[src/rtl/regfile_wb_arbiter.sv]
// Round-robin arbiter that shares the regfile write port between ALU and LSU writeback.
// Optional decode bypass ports are enabled by defining REGFILE_WB_FWD_EN.
module regfile_wb_arbiter #(
  parameter int unsigned XLEN = 32,
  parameter int unsigned AW   = 5
) (
  input  logic            clk,
  input  logic            reset_n,
  input  logic            hold,
  input  logic            alu_valid,
  output logic            alu_ready,
  input  logic [AW-1:0]   alu_rd,
  input  logic [XLEN-1:0] alu_data,
  input  logic            lsu_valid,
  output logic            lsu_ready,
  input  logic [AW-1:0]   lsu_rd,
  input  logic [XLEN-1:0] lsu_data,
`ifdef REGFILE_WB_FWD_EN
  input  logic [AW-1:0]   read_address1,
  input  logic [AW-1:0]   read_address2,
  output logic            fwd_hit1,
  output logic            fwd_hit2,
  output logic [XLEN-1:0] fwd_data1,
  output logic [XLEN-1:0] fwd_data2,
`endif
  output logic            rf_write_enable,
  output logic [AW-1:0]   rf_write_address,
  output logic [XLEN-1:0] rf_write_data,
  output logic            last_grant
);

  typedef enum logic {GrantAlu = 1'b0, GrantLsu = 1'b1} grant_e;

  grant_e            last_grant_q, last_grant_d;
  logic              we_q, we_d;
  logic [AW-1:0]     addr_q, addr_d;
  logic [XLEN-1:0]   data_q, data_d;
  logic              alu_accept, lsu_accept;

  // Ties go to the source that did not win last time.
  always_comb begin
    alu_ready = 1'b0;
    lsu_ready = 1'b0;
    if (reset_n && !hold) begin
      if (alu_valid && lsu_valid) begin
        alu_ready = (last_grant_q == GrantLsu);
        lsu_ready = (last_grant_q == GrantAlu);
      end else begin
        alu_ready = alu_valid;
        lsu_ready = lsu_valid;
      end
    end
  end

  assign alu_accept = alu_valid && alu_ready;
  assign lsu_accept = lsu_valid && lsu_ready;

  // The output stage drains every cycle; x0 writes still load address/data but never strobe.
  always_comb begin
    last_grant_d = last_grant_q;
    we_d         = 1'b0;
    addr_d       = addr_q;
    data_d       = data_q;
    if (alu_accept) begin
      last_grant_d = GrantAlu;
      we_d         = (alu_rd != '0);
      addr_d       = alu_rd;
      data_d       = alu_data;
    end else if (lsu_accept) begin
      last_grant_d = GrantLsu;
      we_d         = (lsu_rd != '0);
      addr_d       = lsu_rd;
      data_d       = lsu_data;
    end
  end

  always_ff @(posedge clk) begin
    if (!reset_n) begin
      last_grant_q <= GrantLsu;
      we_q         <= 1'b0;
      addr_q       <= '0;
      data_q       <= '0;
    end else begin
      last_grant_q <= last_grant_d;
      we_q         <= we_d;
      addr_q       <= addr_d;
      data_q       <= data_d;
    end
  end

  assign rf_write_enable  = we_q;
  assign rf_write_address = addr_q;
  assign rf_write_data    = data_q;
  assign last_grant       = last_grant_q;

`ifdef REGFILE_WB_FWD_EN
  // Bypass the write that commits at the end of this cycle.
  assign fwd_hit1  = we_q && (read_address1 == addr_q);
  assign fwd_hit2  = we_q && (read_address2 == addr_q);
  assign fwd_data1 = fwd_hit1 ? data_q : '0;
  assign fwd_data2 = fwd_hit2 ? data_q : '0;
`endif

endmodule
[config.mk]
export PLATFORM = sky130hd
export DESIGN_NAME = regfile_wb_arbiter
export DESIGN_NICKNAME = d
export VERILOG_FILES = /design/src/rtl/regfile_wb_arbiter.sv
export SDC_FILE = /design/constraint.sdc
export NUM_CORES = 1
export LEC_CHECK = 0
export CAP_MARGIN = 20
export CORE_UTILIZATION = 37
export DETAILED_ROUTE_END_ITERATION = 12
export GPL_ROUTABILITY_DRIVEN = 0
export GPL_TIMING_DRIVEN = 0
export PLACE_DENSITY = 0.77
export SYNTH_ARGS = -nofsm -noshare
export SYNTH_HDL_FRONTEND = slang
export SYNTH_SLANG_ARGS = --single-unit
[constraint.sdc]
create_clock -name clk -period 1.45 [get_ports clk]
set_clock_uncertainty 0.15 [all_clocks]
set_input_delay 0.29 -clock clk [delete_from_list [all_inputs] [get_ports clk]]
set_output_delay 0.29 -clock clk [all_outputs]
set_load 0.1 [all_outputs]
Word-level counts from Yosys, hierarchy flattened
Index checks and enable logic that the tools add are counted.
- register bits: 39
- output and inout bits: 41
- word-level logic and storage cells: 25
- mux-type cells: 12
- bitwise logic cells: 1
- reductions and logical operators: 8
- operators with widths (operator ; count):
    $mux 32 ; 2
    $mux 5 ; 2
    $reduce_bool 5->1 ; 2
    $mux 1 ; 8
    $logic_and 1x1->1 ; 4
    $reduce_bool 2->1 ; 1
    $logic_not 1->1 ; 1
    $not 1->1 ; 1

Logic depth before layout (Yosys ltp)
Gate-level depths: netlist (run 1).
- depth after elaboration: 6
- depth in mapped cells: 5

Worst setup path after synthesis (run 1)
Ideal clock, no wire load.
- path type: reg-to-output
- start: reg last_grant_q (netlist: last_grant)
- end: out alu_ready
- arrival time: 3435 ps
- required time: 1010 ps
- path slack: -2425 ps
- cell stages (with the launch flop): 5
- buffers on the path: 2
- cell sequence: dfxtp_1 -> nor2b_4 -> buf_6 -> buf_6 -> nor3_1
- longest elaborated chain between the ends: 2
- ends and longest elaborated chain (element ; RTL line ; RTL):
    from (decl) ; 34 ; grant_e last_grant_q, last_grant_d;
    from (signal assigned) ; 79 ; last_grant_q <= GrantLsu;
    from (signal assigned) ; 84 ; last_grant_q <= last_grant_d;
    $mux 1 ; 45 ; if (alu_valid && lsu_valid) begin
    $mux 1 ; 44 ; if (reset_n && !hold) begin
    to (decl) ; 11 ; output logic alu_ready,
Every way passes these cells.

Worst setup path in the final report (run 1)
Ends and elaborated chain as after synthesis.

==> impl_metrics.tcl, run 1 <==
set metrics [dict create \
    status "complete, but fails checks" \
    violations "design-rule violations, negative setup slack" \
    io_buffers 119 \
    yosys_register_bits 39 \
    finalCritPeriodShare 1.222 \
    first_pass_iters 8 \
    diodes 0 \
    fp.dieArea_um2 7113 \
    path_clk_slew_ns 0.07 \
    cts.path.max_buffers 2 \
    yosys-top-cells-area "dfxtp_1 31%, nor4b_2 18%, a21oi_1 7.6%" \
    htreeDepth 2 \
    yosysWarnings 0 \
    cp.required_ns 1.01 \
    grt_usage 0.2417 \
    ys_top_cells_by_count "39 x dfxtp_1, 38 x a21oi_1, 30 x nor4b_2" \
    finalHoldViolations 0 \
    cts_tree "done" \
    synth.most_common_cell "dfxtp_1" \
    slew_viol_final 0 \
    crit_path_end_kind "primary output" \
    synth.avg_cell_area_um2 10.32 \
    yosys.area.top_type_share 0.3112 \
    yosysTopAreaCell "dfxtp_1" \
    synth_edf_count 0 \
    vias_per_cell 5.899 \
    std_cell_rows 29 \
    grt_start_max_net_pins 12 \
    die-height_um 84.34 \
    p_leak_nw 1.410 \
    max-slew-margin-rel 0.6769 \
    dpl.hpwl_um 6069 \
    syn_area_um2 2509 \
    rsz0062_at_grt "true" \
    drive_gt1_frac 0.5778 \
    fin_ws_ns -0.3217 \
    synth_cells 243 \
    min_path_type "in -> reg" \
    drv_cap 0 \
    powerDensity_nw_per_um2 813.4 \
    cts_buffers 5 \
    synthFlopType "dfxtp_1" \
    max_freq_mhz 564.4 \
    die-width_um 84.34 \
    finalWirelength_um 8643 \
    first_global_vias 2788 \
    dr_total_vias 2690 \
    arrival_ns 1.33 \
    setup_tns_ns -1.288 \
    grt_pass1_wl_um 13870 \
    worstSetupPathType "reg -> out" \
    nets 458 \
    final_cell_count_no_fill 456 \
    route.detailed.drc 9 \
    ir_drop_v 0.0004079 \
    finalSetupViolCount 19 \
    seq_area_frac_synth 0.3112 \
    postRouteAntennaNets 0 \
    crit_fanout 7 \
    gr-total-overflow 0 \
    start_util 0.3884 \
    coreArea_um2 6459 \
    dp_slack_ns -1.704 \
    startpoint_type "flip-flop" \
    wire_per_inst_um 18.95 \
    area_delta_synth_final_pct 67.58 \
    drt_iter0_markers 116 \
    nFillCells 532 \
    insertion_delay_ns 0.29 \
    fin_crit_ns 1.772 \
    ioPinCount 120 \
    synth_nets 322 \
    hold_buffers 0 \
    dp.cells 439 \
    tightest_slew_ns 0.4880 \
    cts_root_buf "clkbuf_8" \
    synth.distinct_cells 27 \
    clock-sinks 39 \
    antenna_found_initial 0 \
    async_flop_share 0 \
]
## cell families (layout without fill, tap and decap cells)
group,after synthesis,in the layout,share of synthesized area
buffers and inverters,42,178,0.1102
flip-flops,39,39,0.3112
AND/OR/NAND/NOR,83,83,0.3446
AO/OA/AOI/OAI,79,79,0.2339
## critical path: stages (launching register included)
cell,delay (ns)
dfxtp_4,0.41
nor2b_4,0.05
buf_6,0.12
buf_12,0.11
nor3_4,0.14
buf_12,0.20
## stage by stage
stage | area (um^2) | total power [mW] | util | hold WS, ns
5_1_grt | 4204 | 3.551 | 0.6509 | 0.1883
4_1_cts | 4094 | 3.396 | 0.6339 | 0.2753
2_1_floorplan | 2656 | 2.137 | - | 0.2939
3_3_place_gp | 3944 | 2.598 | 0.6106 | 0.3557
6_report | 4204 | 3.420 | 0.6509 | 0.1356
3_5_place_dp | 3944 | 2.608 | 0.6106 | 0.3547
## power breakdown
| group | internal [mW] | switching, mW |
|---|---|---|
| Combinational | 0.502 | 0.938 |
| Clock | 0.374 | 0.405 |
| Sequential | 1.16 | 0.0453 |
| Total | 2.03 | 1.39 |
## flip-flops by register name, indices dropped and copies added, names as in the netlist
register	count
rf_write_data	32
rf_write_address	5
last_grant	1
rf_write_enable	1
## area by class of cell
cell class                      instances  area (um^2)  share of cell area
Timing Repair Buffer                  129         1172              0.2789
Inverter                                2        7.507            0.001786
Buffer                                 40        329.1             0.07827
Tap cell                               77        96.34             0.02292
Clock buffer                            6        82.58             0.01964
Multi-Input combinational cell        162         1680              0.3997
Sequential cell                        39        830.8              0.1976
Clock inverter                          1        5.005            0.001190
## metal layers
metal,vias to the layer above,GRT usage,wire length [um]
met2,104,0.4091,4202
li1,1290,-,-
met4,0,0.06780,105
met1,1287,0.3233,3890
met3,9,0.03245,445
met5,-,0,0
## worst paths after layout
check | startpoint | end | slack, ns | cells after the start
worst min register to register | rf_write_data[20] | rf_write_data[20] | 0.38 | 2
worst max register to register | last_grant | rf_write_data[5] | -0.07 | 6
worst min-delay path | hold | last_grant | 0.14 | 2
worst max-delay path | last_grant | alu_ready | -0.32 | 5
## timing repair
action | 4_1_cts | 5_1_grt
setup endpoints to repair | 80 | 39
gates cloned | 0 | 0
buffers inserted | 5 | 5
gates resized for setup | 289 | 30
pin swaps | 4 | 6
## cells in the final DEF (no fill, tap or decap), types with 2 or more instances in the layout
master | synthesis | layout
clkbuf_2 | 0 | 8
clkbuf_8 | 0 | 6
clkbuf_1 | 9 | 2
buf_8 | 1 | 3
buf_2 | 14 | 13
a2111oi_2 | 4 | 16
or4_4 | 0 | 2
a21oi_1 | 38 | 38
buf_4 | 8 | 54
nor4b_1 | 7 | 7
dlygate4sd2_1 | 0 | 6
dfxtp_2 | 0 | 37
buf_6 | 8 | 9
a2111oi_1 | 14 | 18
nor4_2 | 8 | 27
nor4b_2 | 30 | 30
a2111oi_0 | 19 | 3
inv_2 | 2 | 2
nor4_1 | 29 | 10
buf_12 | 0 | 4
clkdlybuf4s50_1 | 0 | 68
No activity file was read; power rests on OpenSTA's default activity.
==> inputs of run 2 (changes only) <==
--- a/config.mk
+++ b/config.mk
@@ -6,6 +6,7 @@
 export NUM_CORES = 1
 export LEC_CHECK = 0
 export CAP_MARGIN = 20
+export CORE_MARGIN = 8
 export CORE_UTILIZATION = 37
 export DETAILED_ROUTE_END_ITERATION = 12
 export GPL_ROUTABILITY_DRIVEN = 0
==> run 2 against run 1 <==
The run ends with negative setup slack left. Hold slack got worse by 0.015 ns. Global-route usage is 4.3 points lower. Total power increased by 6.4%. Sequential cell count unchanged. Die area increased by 36%. Worst setup slack improved by 0.12 ns. Via count is 2.4% higher. Register-to-register slack better by 0.10 ns. Cell area increased by 12%. Core utilization grew 5.1 points. Final cell count rose by 1.3%. Critical path type unchanged. Critical endpoint is now lsu_ready.
==> impl_metrics.tcl, run 2 (synthesis results as in run 1) <==
set metrics [dict create \
    status "complete, but fails checks" \
    violations "negative setup slack" \
    insertion_delay_ns 0.29 \
    finalHoldViolations 0 \
    final_cell_mix "67 x clkdlybuf4s50_1, 54 x buf_4, 38 x a21oi_1" \
    fp.dieArea_um2 9671 \
    max_stage_delay_ns 0.37 \
    first_pass_iters 4 \
    worstSetupPathType "reg -> out" \
    drive_gt1_frac 0.6335 \
    final_common_cell "clkdlybuf4s50_1" \
    critPathTopFamily "flip-flops" \
    final_cell_count_no_fill 462 \
    slew_viol_final 0 \
    p_leak_nw 1.469 \
    io_buffers 119 \
    ioPinCount 120 \
    finalWirelength_um 10030 \
    crit_fanout 4 \
    crit_chain "clkbuf_8 > nand2_4 > and3_4 > buf_12" \
    grt_usage 0.1991 \
    seq_area_um2 830.8 \
    grt.met1_usage 0.2404 \
    dp_slack_ns -1.726 \
    arrival_ns 1.21 \
    p_comb_frac 0.441 \
    multi_input_area_um2 2072 \
    cp_num_buf_inv 2 \
    clock-sinks 39 \
    clkPwrFrac 0.230 \
    min_path_type "in -> reg" \
    wire_per_inst_um 21.71 \
    nFillCells 484 \
    slowest_stage "dfxtp_4" \
    startpoint_type "flip-flop" \
    power.switching_mw 1.491 \
    die-width_um 98.34 \
    ir_drop_v 0.0003632 \
    power.internal_mw 2.147 \
    start_util 0.3755 \
    route.detailed.drc 0 \
    antenna_found_initial 0 \
    crit_path_end_kind "primary output" \
    dp.cells 442 \
    std_cell_rows 30 \
    max_freq_mhz 605.3 \
    area_delta_synth_final_pct 86.93 \
    largest_register_ffs 32 \
    grtUsageMet2 0.3407 \
    finalCritPeriodShare 1.139 \
    first_global_vias 2954 \
    hold_buffers 0 \
    use_met3 0.05121 \
    diodes 0 \
    cts_tree "done" \
    grt_start_max_net_pins 12 \
    fin_ws_ns -0.2021 \
    busiest_layer "met2" \
    dr_total_vias 2754 \
    coreArea_um2 6681 \
    gr-total-overflow 0 \
    grt_pass1_wl_um 15660 \
    powerDensity_nw_per_um2 775.9 \
    vias_per_cell 5.961 \
    die-height_um 98.34 \
    tightest_slew_ns 0.5564 \
    cts_buffers 5 \
    rsz0062_at_grt "true" \
    finalSetupViolCount 3 \
    dpl.hpwl_um 6840 \
    htreeDepth 2 \
    nets 460 \
    path_clk_slew_ns 0.08 \
    cts_root_buf "clkbuf_8" \
    cts.path.max_buffers 2 \
    switching_share 0.4099 \
    p_seq_frac 0.329 \
    cp.required_ns 1.01 \
    fin_crit_ns 1.652 \
    setup_tns_ns -0.4087 \
    max-slew-margin-rel 0.6291 \
    drt_iter0_markers 83 \
    postRouteAntennaNets 0 \
    power.total_mw 3.639 \
    drv_cap 0 \
]
-- run 2: what timing repair did --
action,CTS,global route
setup endpoints to repair,80,39
gates cloned,0,0
resized for setup,360,32
endpoints found under the hold margin,0,0
setup buffers,10,4
pin swaps,5,7
-- run 2: worst paths after layout --
kind,slack (ns),to,start,depth (start not counted)
hold reg to reg,0.37,rf_write_data[19],rf_write_data[19],2
setup / recovery,-0.20,lsu_ready,last_grant,4
setup reg to reg,0.03,rf_write_data[19],last_grant,4
hold / removal,0.12,last_grant,hold,2
-- run 2: metrics by stage --
step | util | hold WS (ns) | cell area (um^2)
floorplan | - | 0.2939 | 2656
global placement | 0.5908 | 0.3501 | 3948
detailed placement | 0.5908 | 0.3577 | 3948
CTS | 0.6640 | 0.1126 | 4437
global route | 0.7019 | 0.1264 | 4690
finish | 0.7019 | 0.1210 | 4690
-- run 2: area by class of cell --
type,instances,share of cell area
multi-input cells,162,0.4418
flip-flops and latches,39,0.1772
clock buffers,8,0.02134
inverters,2,0.001601
repair buffers,133,0.2588
well taps,80,0.02134
plain buffers,38,0.07791
-- run 2: power groups by stage --
stage	clock [mW]	sequential [mW]	combinational (mW)
2_1_floorplan	0	1.74	0.399
3_5_place_dp	0	1.22	1.40
3_3_place_gp	0	1.22	1.38
6_report	0.837	1.20	1.60
4_1_cts	0.848	1.20	1.52
5_1_grt	0.892	1.21	1.67
-- run 2: routing by layer --
metal | wire (um) | vias to the layer above
met5 | 0 | -
met4 | 79 | 0
met3 | 500 | 9
met2 | 5037 | 85
met1 | 4414 | 1369
li1 | - | 1291
-- run 2: worst reg2reg max path, cell delays in order (launching register included) --
cell and delay (ns):
dfxtp_4 0.37, buf_4 0.15, buf_6 0.16, a2111oi_1 0.36
nor4b_1 0.10
==> inputs of run 3 (changes only) <==
--- a/config.mk
+++ b/config.mk
@@ -5,13 +5,15 @@
 export SDC_FILE = /design/constraint.sdc
 export NUM_CORES = 1
 export LEC_CHECK = 0
+export ABC_AREA = 1
 export CAP_MARGIN = 20
 export CORE_MARGIN = 8
 export CORE_UTILIZATION = 37
 export DETAILED_ROUTE_END_ITERATION = 12
 export GPL_ROUTABILITY_DRIVEN = 0
 export GPL_TIMING_DRIVEN = 0
-export PLACE_DENSITY = 0.77
+export PLACE_DENSITY = 0.78
 export SYNTH_ARGS = -nofsm -noshare
 export SYNTH_HDL_FRONTEND = slang
 export SYNTH_SLANG_ARGS = --single-unit
+export TNS_END_PERCENT = 1
==> run 3 against run 2 <==
The run still ends with negative setup slack left. Via count rose by 4.3%. Clock-buffer cell count is 2 lower. Core utilization decreased by 8.6 points. Routed wire length decreased by 20%.
==> impl_metrics.tcl, run 3 <==
set metrics [dict create \
    std_cell_rows 29 \
    drt_iter0_markers 104 \
    finalCritPeriodShare 1.236 \
    synth.distinct_cells 17 \
    grt_pass1_wl_um 13310 \
    busiest_layer "met2" \
    crit_path_end_kind "primary output" \
    finalSetupViolCount 22 \
    ys_top_cells_by_count "155 x nand2_1, 93 x inv_1, 39 x dfxtp_1" \
    crit_chain "inv_2 > nand2_2 > nand3_2 > buf_6 > buf_8 > clkinvlp_4 > buf_12" \
    final_common_cell "nand2_1" \
    yosys.area.top_type_share 0.3240 \
    worstSetupPathType "reg -> out" \
    synth_edf_count 0 \
    hp-start "last_grant" \
    largest_register_ffs 32 \
    drive_gt1_frac 0.1601 \
    max_freq_mhz 557.8 \
    clock-sinks 39 \
    first_pass_iters 4 \
    async_flop_share 0 \
    max-slew-margin-rel 0.6659 \
    insertion_delay_ns 0.29 \
    synthFlopType "dfxtp_1" \
    cp.required_ns 1.01 \
    crit_start "last_grant" \
    power.total_mw 3.575 \
    coreArea_um2 6314 \
    synth.avg_cell_area_um2 5.738 \
    wire_per_inst_um 12.58 \
    cts.path.max_buffers 2 \
    grt_start_max_net_pins 13 \
    min_path_type "reg -> reg" \
    vias_per_cell 4.530 \
    antenna_found_initial 2 \
    io_buffers 119 \
    ir_drop_v 0.0004180 \
    gr-total-overflow 0 \
    powerDensity_nw_per_um2 918.8 \
    postRouteAntennaNets 0 \
    ioPinCount 120 \
    tightest_slew_ns 0.5047 \
    yosys_register_bits 39 \
    cts_tree "done" \
    fin_crit_ns 1.793 \
    nets 634 \
    cts_root_buf "clkbuf_8" \
    holdWs_ns 0.3444 \
    seq_area_frac_synth 0.3240 \
    nFillCells 654 \
    drv_cap 0 \
    synth_nets 499 \
    dr_total_vias 2872 \
    cts_buffers 5 \
    violations "negative setup slack" \
    die-width_um 96.71 \
    path_clk_slew_ns 0.08 \
    yosysWarnings 0 \
    slowest_stage "dfxtp_4" \
    syn_area_um2 2410 \
    first_global_vias 2808 \
    rsz0062_at_grt "true" \
    p_leak_nw 2.206 \
    start_util 0.3817 \
    yosysTopAreaCell "dfxtp_1" \
    synth_cells 420 \
    yosys-top-cells-area "dfxtp_1 32%, nand2_1 24%, inv_1 14%" \
    dpl.hpwl_um 6328 \
    startpoint_type "flip-flop" \
    finalWirelength_um 7976 \
    crit_fanout 4 \
    status "complete, but fails checks" \
    arrival_ns 1.35 \
    hold_buffers 0 \
    grt_usage 0.1689 \
    fin_ws_ns -0.3428 \
    grtUsageMet2 0.2807 \
    r2r-start "last_grant" \
    grt.met1_usage 0.1911 \
    synth.most_common_cell "nand2_1" \
    max_stage_delay_ns 0.37 \
    slew_viol_final 0 \
    area_delta_synth_final_pct 61.47 \
    final_cell_mix "154 x nand2_1, 91 x inv_1, 74 x clkdlybuf4s50_1" \
    htreeDepth 2 \
    route.detailed.drc 0 \
    fp.dieArea_um2 9352 \
    die-height_um 96.71 \
    finalHoldViolations 0 \
    use_met3 0.07183 \
]
-- run 3: per-layer routing --
| layer | wire (um) | share of wire |
|---|---|---|
| met5 | 8 | 0.0010 |
| met4 | 113 | 0.014 |
| met3 | 740 | 0.093 |
| met2 | 3775 | 0.47 |
| met1 | 3339 | 0.42 |
-- run 3: layout make-up --
class	count	area, um^2	area share
repair buffers	128	1175	0.3019
multi-input cells	239	1070	0.2749
flip-flops and latches	39	784.5	0.2016
inverters	115	435.4	0.1119
plain buffers	27	195.2	0.05016
well taps	77	96.34	0.02476
clock buffers	6	72.57	0.01865
clock inverters	2	60.06	0.01543
diodes	1	2.502	0.0006431
-- run 3: timing repair --
action / 4_1_cts / 5_1_grt
hold endpoints to repair: 0 / 0
gates resized for setup: 265 / 2
setup buffers: 8 / 1
pin swaps: 1 / 1
setup endpoints to repair: 73 / 34
-- run 3: worst paths after layout --
kind              cells after the start  slack, ns           endpoint
setup / recovery                      7      -0.34          alu_ready
hold reg to reg                       2       0.34         last_grant
hold / removal                        2       0.34         last_grant
setup reg to reg                     12      -0.20  rf_write_data[29]
-- run 3: critical path: cells and delay by family, from the launching register on --
family,cells,cell delay [ns]
buf+inv,5,0.53
simple gates,2,0.15
flops,1,0.37
-- run 3: through the flow --
stage,setup TNS (ns),instances,setup WS [ns],cell area (um^2),utilization
floorplan,-2.263,420,-0.3840,2449,-
global placement,-38.28,616,-1.580,3736,0.5918
detailed placement,-38.97,616,-1.579,3736,0.5918
CTS,-1.414,632,-0.3426,3875,0.6138
global route,-5.500,634,-0.4153,3891,0.6163
finish,-2.848,634,-0.3428,3891,0.6163
-- run 3: report_power, final --
part	leakage (nW)	internal [mW]	switching (mW)
logic	1.82	0.442	0.879
registers	0.321	1.14	0.0364
clock network	0.0654	0.688	0.386
total	2.21	2.27	1.30
-- run 3: cells by family (layout without fill, tap and decap cells) --
logic type | count (synthesis) | in the layout | share of synthesized area
AOI/OAI and AO/OA | 4 | 4 | 0.008308
DFF | 39 | 39 | 0.3240
buffers and inverters | 142 | 278 | 0.2399
other | 0 | 1 | 0
and+or+nand+nor | 235 | 235 | 0.4278
